[src/rtl/fft_bitrev_reorder_if.sv]
// Stream interface for the FFT bit-reversal reorder buffer.
//   enable_in/in_re/in_im    : bit-reversed input stream from the last SDF stage
//   enable_out/out_re/out_im : natural-order output stream
//   frame_drop               : one-cycle pulse when a partial input frame is discarded
// master = stream producer/consumer side, slave = reorder buffer side.
interface fft_bitrev_reorder_if #(
    parameter int unsigned WIDTH = 8
) ();
    logic             enable_in;
    logic [WIDTH-1:0] in_re;
    logic [WIDTH-1:0] in_im;
    logic             enable_out;
    logic [WIDTH-1:0] out_re;
    logic [WIDTH-1:0] out_im;
    logic             frame_drop;

    modport master (
        output enable_in,
        output in_re,
        output in_im,
        input  enable_out,
        input  out_re,
        input  out_im,
        input  frame_drop
    );

    modport slave (
        input  enable_in,
        input  in_re,
        input  in_im,
        output enable_out,
        output out_re,
        output out_im,
        output frame_drop
    );
endinterface

[src/rtl/fft_bitrev_reorder.sv]
// Output reorder buffer for the SDF FFT pipeline.
// Captures whole N-point frames arriving in bit-reversed order into a ping-pong
// pair of N-entry banks and replays each frame in natural order.
// Ports:
//   clk    : clock, rising edge
//   rst_n  : asynchronous active-low reset
//   bus    : fft_bitrev_reorder_if.slave (input stream, output stream, frame_drop)
// Latency N+1 cycles from first input sample to natural index 0; 1 sample/cycle.
module fft_bitrev_reorder #(
    parameter int unsigned N     = 64,
    parameter int unsigned WIDTH = 8
) (
    input logic                  clk,
    input logic                  rst_n,
    fft_bitrev_reorder_if.slave  bus
);

    localparam int unsigned LOGN  = $clog2(N);
    localparam int unsigned DEPTH = 2 * N;
    localparam logic [LOGN-1:0] LAST_IDX = LOGN'(N - 1);

    typedef struct packed {
        logic [WIDTH-1:0] re;
        logic [WIDTH-1:0] im;
    } sample_t;

    typedef enum logic {
        ST_IDLE,
        ST_READ
    } rd_state_e;

    // Reverse the LOGN-bit index.
    function automatic logic [LOGN-1:0] bitrev(input logic [LOGN-1:0] a);
        logic [LOGN-1:0] r;
        for (int unsigned i = 0; i < LOGN; i++) begin
            r[i] = a[LOGN-1-i];
        end
        return r;
    endfunction

    // Ping-pong storage; address = {bank, index}.
    sample_t mem [DEPTH];

    logic [LOGN-1:0] wr_cnt_q;
    logic            wr_bank_q;
    logic [1:0]      bank_full_q;
    logic            frame_drop_q;

    rd_state_e       state_q, state_d;
    logic [LOGN-1:0] rd_cnt_q, rd_cnt_d;
    logic            rd_bank_q, rd_bank_d;

    logic            rd_issue_c;
    logic [1:0]      full_set_c;
    logic [1:0]      full_clr_c;
    logic            wr_last_c;

    logic            enable_out_q;
    sample_t         out_q;

    assign wr_last_c = bus.enable_in && (wr_cnt_q == LAST_IDX);

    // Input sample k of a frame lands at address k of the write bank.
    always_ff @(posedge clk) begin
        if (bus.enable_in) begin
            mem[{wr_bank_q, wr_cnt_q}] <= sample_t'{re: bus.in_re, im: bus.in_im};
        end
    end

    // Write counter, bank select and partial-frame discard.
    always_ff @(posedge clk or negedge rst_n) begin
        if (!rst_n) begin
            wr_cnt_q     <= '0;
            wr_bank_q    <= 1'b0;
            frame_drop_q <= 1'b0;
        end else begin
            frame_drop_q <= 1'b0;
            if (bus.enable_in) begin
                wr_cnt_q <= wr_cnt_q + LOGN'(1);
                if (wr_last_c) begin
                    wr_bank_q <= ~wr_bank_q;
                end
            end else if (wr_cnt_q != '0) begin
                wr_cnt_q     <= '0;
                frame_drop_q <= 1'b1;
            end
        end
    end

    // Set and clear always target different banks, so a plain OR/AND-NOT is safe.
    always_comb begin
        full_set_c = 2'b00;
        if (wr_last_c) begin
            full_set_c[wr_bank_q] = 1'b1;
        end
    end

    always_ff @(posedge clk or negedge rst_n) begin
        if (!rst_n) begin
            bank_full_q <= 2'b00;
        end else begin
            bank_full_q <= (bank_full_q | full_set_c) & ~full_clr_c;
        end
    end

    // Read FSM state register.
    always_ff @(posedge clk or negedge rst_n) begin
        if (!rst_n) begin
            state_q   <= ST_IDLE;
            rd_cnt_q  <= '0;
            rd_bank_q <= 1'b0;
        end else begin
            state_q   <= state_d;
            rd_cnt_q  <= rd_cnt_d;
            rd_bank_q <= rd_bank_d;
        end
    end

    // Read FSM next state; chains straight into the other bank when it is already full.
    always_comb begin
        state_d    = state_q;
        rd_cnt_d   = rd_cnt_q;
        rd_bank_d  = rd_bank_q;
        rd_issue_c = 1'b0;
        full_clr_c = 2'b00;
        case (state_q)
            ST_IDLE: begin
                if (bank_full_q[rd_bank_q]) begin
                    state_d  = ST_READ;
                    rd_cnt_d = '0;
                end
            end
            ST_READ: begin
                rd_issue_c = 1'b1;
                rd_cnt_d   = rd_cnt_q + LOGN'(1);
                if (rd_cnt_q == LAST_IDX) begin
                    full_clr_c[rd_bank_q] = 1'b1;
                    rd_bank_d             = ~rd_bank_q;
                    if (!bank_full_q[~rd_bank_q]) begin
                        state_d = ST_IDLE;
                    end
                end
            end
            default: begin
                state_d = ST_IDLE;
            end
        endcase
    end

    // One register of read latency; data holds when no read is issued.
    always_ff @(posedge clk or negedge rst_n) begin
        if (!rst_n) begin
            enable_out_q <= 1'b0;
            out_q        <= '0;
        end else begin
            enable_out_q <= rd_issue_c;
            if (rd_issue_c) begin
                out_q <= mem[{rd_bank_q, bitrev(rd_cnt_q)}];
            end
        end
    end

    assign bus.enable_out = enable_out_q;
    assign bus.out_re     = out_q.re;
    assign bus.out_im     = out_q.im;
    assign bus.frame_drop = frame_drop_q;

endmodule
[src/flat_wrapper.sv]
// flat-port wrapper written by rule: the top's interface ports become plain ports
module fft_bitrev_reorder_flat 
#(
    parameter int unsigned N     = 64,
    parameter int unsigned WIDTH = 8
)
  (clk, rst_n, bus_enable_in, bus_in_re, bus_in_im, bus_enable_out, bus_out_re, bus_out_im, bus_frame_drop);
  fft_bitrev_reorder_if #(.WIDTH(WIDTH)) bus_i ();
  input logic clk;
  input logic rst_n;
  input wire logic [$bits(bus_i.enable_in)-1:0] bus_enable_in;
  input wire logic [$bits(bus_i.in_re)-1:0] bus_in_re;
  input wire logic [$bits(bus_i.in_im)-1:0] bus_in_im;
  output wire logic [$bits(bus_i.enable_out)-1:0] bus_enable_out;
  output wire logic [$bits(bus_i.out_re)-1:0] bus_out_re;
  output wire logic [$bits(bus_i.out_im)-1:0] bus_out_im;
  output wire logic [$bits(bus_i.frame_drop)-1:0] bus_frame_drop;
  assign bus_i.enable_in = bus_enable_in;
  assign bus_i.in_re = bus_in_re;
  assign bus_i.in_im = bus_in_im;
  assign bus_enable_out = bus_i.enable_out;
  assign bus_out_re = bus_i.out_re;
  assign bus_out_im = bus_i.out_im;
  assign bus_frame_drop = bus_i.frame_drop;
  fft_bitrev_reorder #(.N(N), .WIDTH(WIDTH)) u_core (.clk(clk), .rst_n(rst_n), .bus(bus_i));
endmodule
[config.mk]
export PLATFORM = sky130hd
export DESIGN_NAME = fft_bitrev_reorder_flat
export DESIGN_NICKNAME = d
export VERILOG_FILES = /design/src/rtl/fft_bitrev_reorder_if.sv /design/src/rtl/fft_bitrev_reorder.sv /design/src/flat_wrapper.sv
export SDC_FILE = /design/constraint.sdc
export NUM_CORES = 2
export LEC_CHECK = 0
export ABC_AREA = 1
export BUFFER_PORTS_ARGS = -buffer_cell sky130_fd_sc_hd__clkbuf_2
export CAP_MARGIN = 25
export CORE_MARGIN = 10
export CORE_UTILIZATION = 32
export CTS_CLUSTER_DIAMETER = 60
export CTS_CLUSTER_SIZE = 40
export DETAILED_ROUTE_END_ITERATION = 16
export PLACE_DENSITY_LB_ADDON = 0.12
export RECOVER_POWER = 25
export SYNTH_ARGS = -nofsm -noshare
export SYNTH_HDL_FRONTEND = slang
export SYNTH_SLANG_ARGS = --single-unit
[constraint.sdc]
create_clock -name clk -period 2.25 [get_ports clk]
set_input_delay 0.3375 -clock clk [delete_from_list [all_inputs] [get_ports clk]]
set_output_delay 0.3375 -clock clk [all_outputs]
set_load 0.01 [all_outputs]
# Word level (Yosys, flattened, before mapping)
# Memories as Yosys holds them, arrays and structs flattened. A register that Yosys moved wholly into a read port is not among the register bits.
# Index checks and enable logic that the tools add are counted.
totals:
  register_bits: 19
  ram_bits: 2048
  in_bits: 19
  out_inout_bits: 18
  word_cells: 57
  memories: 1
op_classes:
  add_sub_neg: 2
  n_lt_le_gt_ge: 5
  eq_ne: 3
  muxes: 24
  bitwise: 6
  n_reduce_logical: 8
mem_list:
  columns: ["memory", "depth", "word_bits", "read_ports", "rd_ports_with_merged_regs", "wr", "line_no", "text"]
  rows:
  - ["u_core.mem", 128, 16, 1, 1, 1, "fft_bitrev_reorder.sv:42", "sample_t mem [DEPTH];"]
ops:
  columns: ["cell", "count"]
  rows:
  - ["$mux 6", 3]
  - ["$mux 1", 14]
  - ["$add 6x1->6 const B", 2]
  - ["$eq 6x6->1 const B", 2]
  - ["$pmux 6 s2", 1]
  - ["$lt 1x2->1 const B", 3]
  - ["$mux 2", 3]
  - ["$reduce_bool 6->1", 1]
  - ["$reduce_and 2->1", 2]
  - ["$logic_and 1x1->1", 3]
  - ["$not 1->1", 3]
  - ["$and 2x2->2", 1]
  - ["$demux 1 s1", 2]
  - ["$ge 1x1->1 const B", 2]
  - ["$ne 2x1->1 const B", 1]
  - ["$not 2->2", 1]
  - ["$or 2x2->2", 1]
  - ["$pmux 1 s2", 1]
  - ["$reduce_bool 2->1", 1]
  - ["$logic_not 1->1", 1]

# Logic depth before layout (Yosys ltp)
depth:
  depth_word: 8
  ltp_mapped: 15
  ltp_nobuf: 11

# Worst setup path after synthesis
# No wires, ideal clock.
synth_timing:
  path_kind: "register to register"
  from: "register u_core.wr_bank_q"
  to: "memory u_core.mem[75][0] in the netlist's numbering, enable pin"
  setup_time_ns: 0.409
  t_arrival_ns: 2.009
  required_time_ns: 1.841
  setup_slack_ns: -0.169
  stages_incl_launch_ff: 5
  n_path_buf: 0
  synth_period_minus_slack_ns: 2.419
  cell_sequence: "dfrtp_1 -> inv_1 -> nor2_1 -> nand2_1 -> nor3_1"
synth_rtl:
  columns: ["item", "line_no", "text"]
  rows:
  - ["start, declared", "fft_bitrev_reorder.sv:45", "logic wr_bank_q;"]
  - ["start signal, assigned", "fft_bitrev_reorder.sv:81", "wr_bank_q <= ~wr_bank_q;"]
  - ["end, declared", "fft_bitrev_reorder.sv:42", null]
# Straight into the memory's write port.

==> reports/qor.yml <==
crit_fanout: 13
post-route-drc-count: 0
holdPathStages: 2
cts_buffers: 166
grt_pass1_vias: 53718
endpoint_kind: "register"
drv_cap: 7
synth_top_cell_area_share_pct: 73.31
syn_inst: 6929
synth_edf_count: 2048
drive_above_1_share_pct: 14.81
synth_flop_cell: "edfxtp_1"
busiest_layer: "met2"
finalHoldViolCount: 0
r2r_cells: 15
p_per_area_nw_per_um2: 763.1
p_leak_nw: 35.31
yosysUniqueCellTypes: 28
antenna_found_initial: 10
coreArea_um2: 260200
placementRows: 187
synth.most_common_cell: "nand2_1"
postRouteAntennaNets: 0
fin_util_pct: 38.94
netlist_top_cells_count: "nand2_1, edfxtp_1, nand3_1, buf_2, nor2_1"
ys_seq_area_share_pct: 74.36
grt_usage_pct: 19.29
grtUsageMet3_pct: 2.436
syn_area_per_cell_um2: 12.11
synth_seq_cells: 2083
htreeDepth: 4
detail_route.iter0.violations: 5529
tightest_slew_ns: 2.120
met2_usage_pct: 30.77
post-dp-hpwl_um: 170100
total_power_w: 0.07731
port_buffers: 36
tns_ns: -4.101
period_share_pct: 112.1
min_period_ns: 2.523
io_pins: 37
worstPathRequired_ns: 2.99
first_pass_iters: 7
async_flop_share_pct: 1.680
clock_path_buffers: 3
root_buffer: "clkbuf_16"
outcome: "finished with violations"
syn_nets: 6951
placed_area_um2: 93850
place_congestion: 0.7961
path_clk_slew_ns: 0.08
clkLatencyLatePin_ns: 0.86
syn_to_final_growth_pct: 20.77
grt_max_degree: 74
rsz0062_at_grt: "true"
final_cell_area_um2: 101300
slew_headroom_pct: -41.31
cts_tree: "built"
fmaxAchievable_ghz: 0.3963
vias_per_cell: 5.097
yosys_warnings: 0
start_util_pct: 32.24
dr_total_vias: 55818
wl_per_cell_um: 25.79
grt.overflow.total: 0
dieArea_um2: 283000
grt_pass1_wl_um: 406600
die_height_um: 532
die_x_um: 532
crit_arrival_ns: 3.27
violations: "max-capacitance violations, max-slew violations, negative setup slack"
hp-class: "in2reg"
syn_area_um2: 83890
groute.layer.met1.usage_pct: 28.15
routed_wl_um: 282400
setup_ws_ns: -0.2731
maxSlewViolCount: 345
ys_top_cells_by_area: "edfxtp_1, nand3_1, nand2_1, buf_2, dfrtp_1"
fin_skew_ns: 0.03842
setup_violations: 21
criticalPathCategory: "reg2reg"
yosysTopAreaCell: "edfxtp_1"
worstSetupStartpointType: "register"
fin_nets: 7327
clock-sinks: 2083
vdd_ir_drop_max_uv: 680.5
-- final timing paths --
path	end	start	slack (ns)
setup / recovery	u_core.bus.out_im[7]$_DFFE_PN0P_	u_core.rd_cnt_q[5]$_DFFE_PN0P_	-0.27
hold / removal	u_core.mem[67][10]$_DFFE_PP_	bus_in_re[2]	0.49
setup reg to reg	u_core.bus.out_im[7]$_DFFE_PN0P_	u_core.rd_cnt_q[5]$_DFFE_PN0P_	-0.27
hold reg to reg	u_core.bus.out_im[3]$_DFFE_PN0P_	u_core.bus.out_im[3]$_DFFE_PN0P_	0.51
max in group asynchronous	u_core.rd_cnt_q[5]$_DFFE_PN0P_	rst_n	-0.14
min in group asynchronous	u_core.bus.out_re[6]$_DFFE_PN0P_	rst_n	0.90
-- report_power, final --
| group | internal, W | switching (W) |
|---|---|---|
| logic | 0.000435 | 0.00163 |
| registers | 0.0428 | 0.0000820 |
| clock network | 0.0160 | 0.0163 |
-- state kept, by name (all words and copies together), names as in the netlist --
register,count
u_core.wr_cnt_q,6
u_core.rd_cnt_q,6
u_core.rd_bank_q,1
u_core.wr_bank_q,1
u_core.mem,2048
u_core.bus.enable_out,1
u_core.bus.frame_drop,1
u_core.bank_full_q,2
u_core.bus.out_re,8
u_core.state_q,1
u_core.bus.out_im,8
-- what timing repair did --
| item | CTS | global route |
|---|---|---|
| gates cloned | 16 | 1 |
| pin swaps | 2 | 1 |
| endpoints found under the hold margin | 423 | 0 |
| setup endpoints to repair | 16 | 233 |
| resized for setup | 153 | 54 |
| setup buffers | 7 | 4 |
| hold buffers | 18 | 0 |
-- routing by layer --
layer	wire [µm]	vias up
li1	-	25559
met1	131300	28475
met2	130100	1473
met3	14620	311
met4	6433	0
met5	0	-
-- critical path: stages, from the launching register on --
cell and delay (ns):
dfrtp_4 0.58, buf_12 0.20, buf_4 0.21, buf_4 0.19, nand2_1 0.06, nand3_1 0.07
nand3_1 0.14, nand3_2 0.14, nand3_1 0.12, nand3_2 0.12, buf_4 0.17, nand3_1 0.06
buf_4 0.16, nand2_1 0.06, nand2_1 0.06, nand2_1 0.05
-- stage by stage --
stage	setup slack [ns]	instances	hold WS, ns
after floorplan	-0.09247	6929	0.04191
after global placement	-0.6959	10586	0.4755
after detailed placement	-0.6847	10586	0.4912
after CTS	-0.2756	10940	0.2301
after global routing	-0.3837	10947	0.4617
final	-0.2731	10951	0.4887
-- final cells by class --
| cell class | count | area (µm²) |
|---|---|---|
| fillers | 25043 | 158900 |
| well taps | 3496 | 4374 |
| diodes | 5 | 12.51 |
| inverters | 25 | 136.4 |
| flip-flops and latches | 2083 | 62390 |
| multi-input cells | 4357 | 19790 |
| clock inverters | 143 | 1809 |
| repair buffers | 671 | 8616 |
| clock buffers | 170 | 4169 |
| repair inverters | 1 | 16.27 |
-- cell usage in the layout, fill, tap and decap left out, types with 9 or more instances in the layout --
cell type	count
bufbuf_16	10
nand3_1	1906
buf_4	314
clkbuf_16	167
clkinv_1	17
clkbuf_2	36
buf_16	25
clkinvlp_4	11
nor2_2	33
nor2_1	115
clkinv_8	25
inv_1	17
dlygate4sd3_1	18
nand3_2	103
bufinv_16	13
inv_12	9
clkbuf_1	17
inv_8	21
nand2_1	2153
buf_12	224
dfrtp_1	30
clkinv_4	11
nand3_4	15
buf_6	16
inv_6	32
edfxtp_1	2048
-- cells by family after synthesis --
group / synth area share (%)
buffers and inverters: 3.010
XOR/XNOR: 0.04176
AO/OA/AOI/OAI: 0.1298
AND/OR/NAND/NOR: 22.42
adder cells (fa/ha/maj): 0.04475
flip-flops: 74.36
Note: power is estimated with default switching activity, not from simulation.
